--- src/rtl/mod_74x194_chain_pkg.sv ---
// Shared definitions for the cascadable 74x194 universal shift register model:
// mode encodings, slice width and the per-chip next-state function.
package mod_74x194_chain_pkg;

    localparam int SLICE_W = 4;

    typedef enum logic [1:0] {
        MODE_HOLD = 2'b00,
        MODE_SHR  = 2'b01,
        MODE_SHL  = 2'b10,
        MODE_LOAD = 2'b11
    } mode_e;

    typedef logic [0:SLICE_W-1] slice_t;

    // Index 0 is QA. Shift-right moves data towards QD and shift-left towards QA.
    // Serial inputs are only looked at in the shift modes, so they never leak into hold or load.
    function automatic slice_t slice_next(
        input mode_e  mode,
        input slice_t q,
        input logic   sr,
        input logic   sl,
        input slice_t d
    );
        slice_t n;
        n = q;
        case (mode)
            MODE_HOLD: n = q;
            MODE_SHR:  n = {sr, q[0:SLICE_W-2]};
            MODE_SHL:  n = {q[1:SLICE_W-1], sl};
            MODE_LOAD: n = d;
            default:   n = q;
        endcase
        return n;
    endfunction

endpackage

--- src/rtl/mod_74x194_slice.sv ---
// One 74x194 package: 4-bit bidirectional universal shift register with an
// asynchronous active-high clear.
module mod_74x194_slice
    import mod_74x194_chain_pkg::*;
(
    input  logic CLK,
    input  logic CLR,
    input  logic S1,
    input  logic S0,
    input  logic SR,
    input  logic SL,
    input  logic A,
    input  logic B,
    input  logic C,
    input  logic D,
    output logic QA,
    output logic QB,
    output logic QC,
    output logic QD
);

    slice_t q;
    slice_t q_next;
    mode_e  mode;

    always_comb begin
        mode   = mode_e'({S1, S0});
        q_next = slice_next(mode, q, SR, SL, {A, B, C, D});
    end

    // NOTE: non-blocking assignment keeps every slice updating from the pre-edge state, which is what makes the seam shifts land in exactly one edge.
    always_ff @(posedge CLK or posedge CLR) begin
        if (CLR) begin
            q <= '0;
        end else begin
            q <= q_next;
        end
    end

    assign {QA, QB, QC, QD} = q;

endmodule

--- src/rtl/mod_74x194_chain.sv ---
// N_CHIPS cascaded 74x194 slices behaving as one W = 4*N_CHIPS bit register,
// with the serial pins chained at every seam exactly as on a board.
module mod_74x194_chain
    import mod_74x194_chain_pkg::*;
#(
    parameter int N_CHIPS = 1
) (
    input  logic                         CLK,
    input  logic                         CLR,
    input  logic                         S1,
    input  logic                         S0,
    input  logic                         SR_SER,
    input  logic                         SL_SER,
    input  logic [0:SLICE_W*N_CHIPS-1]   D,
    output logic [0:SLICE_W*N_CHIPS-1]   Q
);

    localparam int W = SLICE_W * N_CHIPS;

    logic sr_link [N_CHIPS];
    logic sl_link [N_CHIPS];

    for (genvar k = 0; k < N_CHIPS; k++) begin : g_chip
        localparam int BASE = SLICE_W * k;

        // QD of the previous chip feeds SR; the outermost chip takes the external pin.
        if (k == 0) begin : g_sr_ext
            assign sr_link[k] = SR_SER;
        end else begin : g_sr_seam
            assign sr_link[k] = Q[BASE-1];
        end

        if (k == N_CHIPS - 1) begin : g_sl_ext
            assign sl_link[k] = SL_SER;
        end else begin : g_sl_seam
            assign sl_link[k] = Q[BASE+SLICE_W];
        end

        mod_74x194_slice u_slice (
            .CLK (CLK),
            .CLR (CLR),
            .S1  (S1),
            .S0  (S0),
            .SR  (sr_link[k]),
            .SL  (sl_link[k]),
            .A   (D[BASE+0]),
            .B   (D[BASE+1]),
            .C   (D[BASE+2]),
            .D   (D[BASE+3]),
            .QA  (Q[BASE+0]),
            .QB  (Q[BASE+1]),
            .QC  (Q[BASE+2]),
            .QD  (Q[BASE+3])
        );
    end

    if (W != SLICE_W * N_CHIPS) begin : g_bad_width
        $error("register width does not match chip count");
    end

endmodule

--- config.mk ---
export PLATFORM = sky130hd
export DESIGN_NAME = mod_74x194_chain
export DESIGN_NICKNAME = d
export VERILOG_FILES = /design/src/rtl/mod_74x194_chain_pkg.sv /design/src/rtl/mod_74x194_slice.sv /design/src/rtl/mod_74x194_chain.sv
export SDC_FILE = /design/constraint.sdc
export NUM_CORES = 1
export LEC_CHECK = 0
export CAP_MARGIN = 20
export CORE_AREA = 2 2 39 41
export DETAILED_ROUTE_END_ITERATION = 12
export DIE_AREA = 0 0 41 43
export DONT_BUFFER_PORTS = 1
export PLACE_DENSITY_LB_ADDON = 0.1
export SKIP_LAST_GASP = 1
export SLEW_MARGIN = 25
export SYNTH_ARGS = -nofsm -noshare
export SYNTH_HDL_FRONTEND = slang
export SYNTH_SLANG_ARGS = --single-unit
--- constraint.sdc ---
create_clock -name CLK -period 0.99 [get_ports CLK]
set_input_delay 0.2475 -clock CLK [delete_from_list [all_inputs] [get_ports CLK]]
set_output_delay 0.2475 -clock CLK [all_outputs]
set_load 0.005 [all_outputs]
==> metrics.txt <==
status=complete, but fails checks; violated checks=setup timing; diodes inserted=0; storage element area=100.1 µm²; Flop pwr share=40.9%; Critical Path Fanout Max=4; Post-CTS Setup Bufs=0; largest reg by FF count=g_chip.u_slice.q; PnR worst setup slack=-45.40 ps; Worst-Skew Late Latency=230 ps; fin. max-slew vios=0; I/O Buffers=0; initial antenna violation count=0; # rows=14; Initial Utilization=17.27%; Avg Synthesized Cell Area=18.38 µm²; Die H=43 µm; Post-route DRC=0; post-route setup TNS=-205.9 ps; crit path buf inv count=1; RSZ-0062 raised after global routing=yes; Synthesized Nets=23; CP max-delay cell=dfrtp_1; Setup violations, final=8; Routed Antenna Nets=0; GR Overflow Total=0; slowest cell delay on critical path=420 ps; GRT Util Overall=7.724%; pre-CTS setup slack=-69.52 ps; final core occ=21.07%; Crit path max-delay family=flip-flops; Final Cycle Share=104.6%; Area Growth Syn to Fin=21.99%; total placed cells including tap cells=29; CTS root buffer=clkbuf_4; # IOs=14; Clock Path Buffers=2; Tmin final=1035 ps; Fin Clk Skew=1.118 ps; Lkg Pwr=0.1198 nW; initial DRC count=0; internal power=0.4349 mW; Post-DP HPWL=448.4 µm; Setup crit start kind=flip-flop; vias=125; TritonCTS buffer count=3; Synth cell types=4; MaxCap Viol Count=0; sw frac=23.81%; vias in the first global route=158; Net Sw Power=0.1359 mW; largest net degree at the start of global routing=5; max FFs per register=4; Synth warnings=0; Net count, final=29; Routed WL=570 µm; multi-input combinational cell area=90.09 µm²; Pwr Density=1958 nW/µm²; count of final hold-check violations=0; critical path endpoint category=primary output; mapped cell area=239.0 µm²; post-detailed-route wirelength per cell=17.27 µm; Fmax=965.8 MHz; # fillers=151; crit path cell chain=buf_6; CTS tree=done; die area=1763 µm²; critical path arrival=790 ps; Slew HR=89.02%; non-filler cells, final=33; Reg clk slew, reported paths=40 ps; Hold Path Class=input port to flip-flop; worst setup path class=flip-flop to primary output; Mapped Cells=13; clock sinks=4; number of detailed-routing iterations run before antenna repair=1; Worst Max-Slew Pin Slew=164.7 ps; critical path required time=740 ps; Worst IR Drop VDD=378.4 µV; die width=41 µm; Gate power share=23.0%; gpl congestion=0.7032; Clock power frac=36.0%; top flop regs=g_chip.u_slice.q (4); Seq/Total Area, Yosys=41.88%; first-pass GRT wire length=821 µm; H-tree depth=1; total core area=1384 µm²; layout cell share with drive strength beyond 1=64.71%; vias per cell=3.788; hold slack=194.0 ps; #FFs+latches synth=4
worst paths after layout:
kind,startpoint,end,slack (ps),cells past startpoint
worst max-delay path,g_chip[0].u_slice.q[1],Q[2],-50,1
worst min-delay path,S0,g_chip[0].u_slice.q[3],190,1
worst max register to register,g_chip[0].u_slice.q[1],g_chip[0].u_slice.q[1],-30,1
worst min register to register,g_chip[0].u_slice.q[3],g_chip[0].u_slice.q[3],650,1
max in group asynchronous,CLR,g_chip[0].u_slice.q[1],510,2
min in group asynchronous,CLR,g_chip[0].u_slice.q[2],340,2
logic make-up (layout without fill, tap and decap cells):
logic type / Yosys count / count (layout) / share of synthesized area, %
buf+inv: 5 / 9 / 14.14
flops: 4 / 4 / 41.89
mux: 4 / 4 / 43.98
routing by layer:
metal  global-route usage, %  part of all wire, %  vias up
li1                        -                    -       55
met1                   8.361                   35       66
met2                   11.56                   59        4
met3                   2.618                  5.8        0
met4                   6.000                    0        0
met5                       0                    0        -
final cells by class:
| class | count | share of cell area (%) |
|---|---|---|
| Multi-Input combinational cell | 4 | 30.90 |
| Sequential cell | 4 | 34.33 |
| Inverter | 1 | 1.288 |
| Tap cell | 16 | 6.867 |
| Clock buffer | 3 | 7.725 |
| Timing Repair Buffer | 5 | 18.88 |
metrics by stage:
step	area (µm²)	power, mW
2_1_floorplan	239.0	0.3123
3_3_place_gp	259.0	0.3336
3_5_place_dp	259.0	0.3388
4_1_cts	291.5	0.5877
5_1_grt	291.5	0.6054
6_report	291.5	0.5708
synth_stat cells, drive strengths merged:
master | instances | area, µm²
inv | 1 | 3.750
buf | 4 | 30.03
dfrtp | 4 | 100.1
mux4 | 4 | 105.1
what timing repair did:
item	in CTS	in global routing
setup endpoints to repair	8	8
hold buffers	1	0
pin swaps	0	0
hold endpoints to repair	4	0
resized for setup	8	0
power by group through the flow:
stage	logic, mW	clock network (mW)	registers (mW)
2_1_floorplan	0.0993	0	0.213
3_3_place_gp	0.111	0	0.222
3_5_place_dp	0.113	0	0.226
4_1_cts	0.135	0.219	0.234
5_1_grt	0.138	0.229	0.238
6_report	0.131	0.206	0.234
cells in the final DEF, fill, tap and decap left out, drive strengths merged:
master       Yosys  layout
buf              4       4
clkbuf           0       3
mux4             4       4
dfrtp            4       4
inv              1       1
dlygate4sd3      0       1
No activity file was read; power rests on OpenSTA's default activity.
==> edit 1, RTL diff (same settings) <==
The parameter `N_CHIPS` goes from 1 to 2.
--- a/src/rtl/mod_74x194_chain.sv
+++ b/src/rtl/mod_74x194_chain.sv
@@ -4,5 +4,5 @@
     import mod_74x194_chain_pkg::*;
 #(
-    parameter int N_CHIPS = 1
+    parameter int N_CHIPS = 2
 ) (
     input  logic                         CLK,
Ports: changed (resized D and Q); port bits go from 14 to 22. The function was not compared with the original's and may differ.
==> edit 1 against the unedited design <==
  * Clock skew grew 0.0015 ns
  * Total power grew 77%
  * Hold slack lost 0.013 ns
  * Critical endpoint is now Q[3]
  * Fmax shrank 0.15%
  * Utilization grew 17 points
  * Worst setup slack lost 0.0016 ns
  * Sequential share of layout area grew 3.7 points
  * Global-route usage grew 3.5 points
  * Sequential cell count grew 4
  * Wire length grew 37%
  * The run still ends with negative setup slack left
  * Non-clock buffer count grew 4
  * Clock power grew 17%
  * Design area grew 81%
  * Synthesized area grew 95%
==> edit 1: results (changes against the unedited design) <==
Global routing
  • GR Util met2: 15.3% (was 11.6%)
  • Met3 Use GR: 4.19% (was 2.62%)
  • M1 GR Usage: 14.1% (was 8.36%)

Status
  • Status: finished, violations left (unchanged)
  • Failing checks: negative setup slack (unchanged)

Synthesis
  • Post-Syn Nets: 41 (was 23)
  • Post-synth top cells: buf_4, dfrtp_1, mux4_2, buf_6, inv_1 (was buf_4, dfrtp_1, mux4_1, inv_1)
  • Synth unique cells: 5 (was 4)

CTS
  • Worst-Skew Late Latency: 0.25 ns (was 0.23 ns)

Critical path
  • Reg2reg start: g_chip[0].u_slice.q[0] (was g_chip[0].u_slice.q[1])

Layout
  • Fillers: 136 (was 151)
  • Synthesis-to-layout area growth: 12.9% (was 22.0%)
  • Fraction of layout cells with a size suffix above 1: 65.5% (was 64.7%)
  • Fin nets: 45 (was 29)
  • Biggest regs: g_chip.u_slice.q x8 (was g_chip.u_slice.q x4)

Timing
  • Slew HR: 80.4% (was 89.0%)
  • Final setup violation count: 16 (was 8)
  • Setup TNS: -0.407 ns (was -0.206 ns)
  • Fin Clk Skew: 0.00265 ns (was 0.00112 ns)
  • Final Worst Setup Slack: -0.0469 ns (was -0.0454 ns)

Power and ir drop
  • Pleak: 0.216 nW (was 0.120 nW)
  • VDD IR max: 0.726 mV (was 0.378 mV)

Hold path
  • Min-delay src: S1 (was S0)
  • Hold EP: g_chip[1].u_slice.q[1] (was g_chip[0].u_slice.q[3])

Routing
  • Met2 routed WL: 395 µm (was 335 µm)
  • Via/cell ratio: 5.24 (was 3.79)
  • Met3 Wirelength: 86 µm (was 33 µm)
  • Routed wire length: 783 µm (was 570 µm)

Placement
  • Worst slack, placed: -0.00766 ns (was -0.0695 ns)
edit 1: cells by family after synthesis:
kind of cell and share of synthesized area [%]:
buf+inv 18.5, mux 38.6, flops 42.9
edit 1: layout make-up:
| class | count | area [µm²] | area share [%] |
|---|---|---|---|
| Multi-Input combinational cell | 8 | 180 | 34.2 |
| Clock buffer | 3 | 22.5 | 4.28 |
| Timing Repair Buffer | 9 | 100 | 19.0 |
| Sequential cell | 8 | 200 | 38.0 |
| Inverter | 1 | 3.75 | 0.713 |
| Tap cell | 16 | 20.0 | 3.80 |
edit 1: what timing repair did:
action                     4_1_cts  5_1_grt
hold buffers                     1        0
gates resized for setup          8        0
setup endpoints to repair       13       16
hold endpoints to repair         8        0
pin swaps                        0        0
setup buffers                    0        0
edit 1: power by group:
part | internal [W] | total, W | switching [W]
Clock | 0.000138 | 0.000240 | 0.000102
Sequential | 0.000399 | 0.000478 | 0.0000797
Combinational | 0.000235 | 0.000291 | 0.0000564
edit 1: per-stage QoR:
step | hold WS (ns) | std cells
final | 0.181 | 45
after global routing | 0.167 | 45
after CTS | 0.176 | 45
after detailed placement | 0.102 | 41
after global placement | 0.0966 | 41
after floorplan | 0.0632 | 27
edit 1: how the worst max path moves through the flow:
stage | endpoint | slack [ns] | from
6_report | Q[3] | -0.05 | g_chip[0].u_slice.q[0]
5_1_grt | Q[2] | -0.09 | g_chip[0].u_slice.q[1]
4_1_cts | Q[3] | -0.06 | g_chip[0].u_slice.q[0]
3_5_place_dp | g_chip[0].u_slice.q[3] | -0.008 | g_chip[0].u_slice.q[2]
3_3_place_gp | g_chip[1].u_slice.q[3] | 0.001 | g_chip[1].u_slice.q[2]
2_1_floorplan | g_chip[0].u_slice.q[0] | 0.00006 | S0
==> edit 2, RTL diff (same settings) <==
Made on the original files. Register the input `D` before use. The logic sees it one clock later. The other inputs are not delayed to match.
--- a/src/rtl/mod_74x194_chain.sv
+++ b/src/rtl/mod_74x194_chain.sv
@@ -17,4 +17,10 @@
 
     localparam int W = SLICE_W * N_CHIPS;
+
+    logic [0:SLICE_W*N_CHIPS-1] D_q;
+
+    always_ff @(posedge CLK) begin
+        D_q <= D;
+    end
 
     logic sr_link [N_CHIPS];
@@ -44,8 +50,8 @@
             .SR  (sr_link[k]),
             .SL  (sl_link[k]),
-            .A   (D[BASE+0]),
-            .B   (D[BASE+1]),
-            .C   (D[BASE+2]),
-            .D   (D[BASE+3]),
+            .A   (D_q[BASE+0]),
+            .B   (D_q[BASE+1]),
+            .C   (D_q[BASE+2]),
+            .D   (D_q[BASE+3]),
             .QA  (Q[BASE+0]),
             .QB  (Q[BASE+1]),
Function: changed (a bounded check fails within 4 cycles, from zero or initial values).
==> edit 2 against the unedited design <==
  * Wire length shrank 4.6%
  * Synthesized area grew 34%
  * Total power grew 48%
  * Clock power grew 30%
  * Sequential cell count grew 4
  * Design area grew 44%
  * Worst setup slack lost 0.11 ns
  * Critical path type unchanged
  * Register-to-register slack lost 0.09 ns
  * The flow still finishes with violations (negative setup slack)
==> edit 2: results (changes against the unedited design) <==
Status
  • Status: finished, violations left (unchanged)
  • Failing checks: negative setup slack (unchanged)

Synthesis
  • Sequential share of the synthesized area: 56.5% (was 41.9%)
  • Cells after Synth: 17 (was 13)
  • Post-Syn Nets: 27 (was 23)
  • Fraction of registers with async set/reset: 50.0% (was 100%)
  • Synth top area cells: mux4_1, dfrtp_1, dfxtp_1, buf_4, inv_1 (was mux4_1, dfrtp_1, buf_4, inv_1)
  • Synth unique cells: 5 (was 4)
  • Main synth FF type: dfxtp_1 (was dfrtp_1)
  • Post-synth top cells: buf_4, dfrtp_1, dfxtp_1, mux4_1, inv_1 (was buf_4, dfrtp_1, mux4_1, inv_1)

Power and ir drop
  • VDD IR max: 0.938 mV (was 0.378 mV)
  • Pleak: 0.185 nW (was 0.120 nW)
  • Pint: 0.000660 W (was 0.000435 W)

Global routing
  • Initial antenna violation count: 0 (unchanged)
  • M1 GR Usage: 10.1% (was 8.36%)
  • GRT Overall Usage: 8.55% (was 7.72%)
  • GR Util met2: 9.06% (was 11.6%)
  • Vias in the first global route: 185 (was 158)
  • First-pass GRT wire length: 876 µm (was 821 µm)
  • Largest net degree at the start of global routing: 6 (was 5)
  • Met3 Use GR: 8.38% (was 2.62%)

Timing
  • Worst Tran Pin Value: 0.172 ns (was 0.165 ns)
  • Final Worst Setup Slack: -0.151 ns (was -0.0454 ns)
  • Setup TNS: -0.749 ns (was -0.206 ns)
  • Fin Clk Skew: 0.0161 ns (was 0.00112 ns)
  • Final setup violation count: 8 (unchanged)

Placement
  • Inst Count DP: 35 (was 29)
  • Worst slack, placed: -0.0423 ns (was -0.0695 ns)
  • Placed Instance Area: 354 µm² (was 259 µm²)
  • Gpl congestion: 0.660 (was 0.703)

Routing
  • Met3 Wirelength: 59 µm (was 33 µm)
  • Via/cell ratio: 3.98 (was 3.79)
  • Met2 routed WL: 226 µm (was 335 µm)
  • Met1 WL: 245 µm (was 201 µm)
  • Drt wl/cell: 13.3 µm (was 17.3 µm)
  • DR top layer: met4 (was met3)

CTS
  • CTS buffer count: 3 (unchanged)
  • Worst-path clk slew: 0.06 ns (was 0.04 ns)
  • Worst-Skew Late Latency: 0.26 ns (was 0.23 ns)

Layout
  • Biggest regs: D_q x4, g_chip.u_slice.q x4 (was g_chip.u_slice.q x4)
  • Fin cells: 41 (was 33)
  • Fraction of layout cells with a size suffix above 1: 44.0% (was 64.7%)
  • Fin nets: 36 (was 29)

Critical path
  • Slowest cell on the critical path: dfrtp_1 (unchanged)
  • Worst EP arrival: 0.89 ns (was 0.79 ns)
## edit 2: cell count changes after synthesis
cell,change
dfxtp_1,+4
## edit 2: power by group through the flow
| stage | clock network [W] | logic (W) | registers, W |
|---|---|---|---|
| finish | 0.000267 | 0.000176 | 0.000400 |
| CTS | 0.000282 | 0.000174 | 0.000399 |
| global route | 0.000301 | 0.000189 | 0.000403 |
| global placement | 0 | 0.000131 | 0.000401 |
| floorplan | 0 | 0.0000995 | 0.000387 |
| detailed placement | 0 | 0.000126 | 0.000402 |
## edit 2: worst paths after layout
path / startpoint / end / slack (ns) / depth (start not counted)
max: g_chip[0].u_slice.q[1] / Q[2] / -0.15 / 2
min: D[0] / D_q[0] / 0.03 / 0
max reg2reg: g_chip[0].u_slice.q[3] / g_chip[0].u_slice.q[2] / -0.12 / 2
min reg2reg: D_q[1] / g_chip[0].u_slice.q[2] / 0.52 / 1
max in group asynchronous: CLR / g_chip[0].u_slice.q[1] / 0.52 / 2
min in group asynchronous: CLR / g_chip[0].u_slice.q[2] / 0.31 / 2
## edit 2: timing repair
item                                    in CTS  in global routing
pin swaps                                    0                  0
hold buffers                                 1                  0
resized for setup                            7                  1
endpoints found under the hold margin        4                  0
setup buffers                                1                  0
endpoints found under the setup margin       8                  8
## edit 2: final cells by class
type                    count  area [µm²]
multi-input cells           4         101
flip-flops and latches      8         180
inverters                   1        3.75
fillers                   140         963
clock buffers               4        26.3
repair buffers              8        88.8
well taps                  16        20.0
## edit 2: cell families after synthesis
logic type	count (synthesis)	synth area share [%]
multiplexers	4	32.9
flip-flops	8	56.5
buffers and inverters	5	10.6
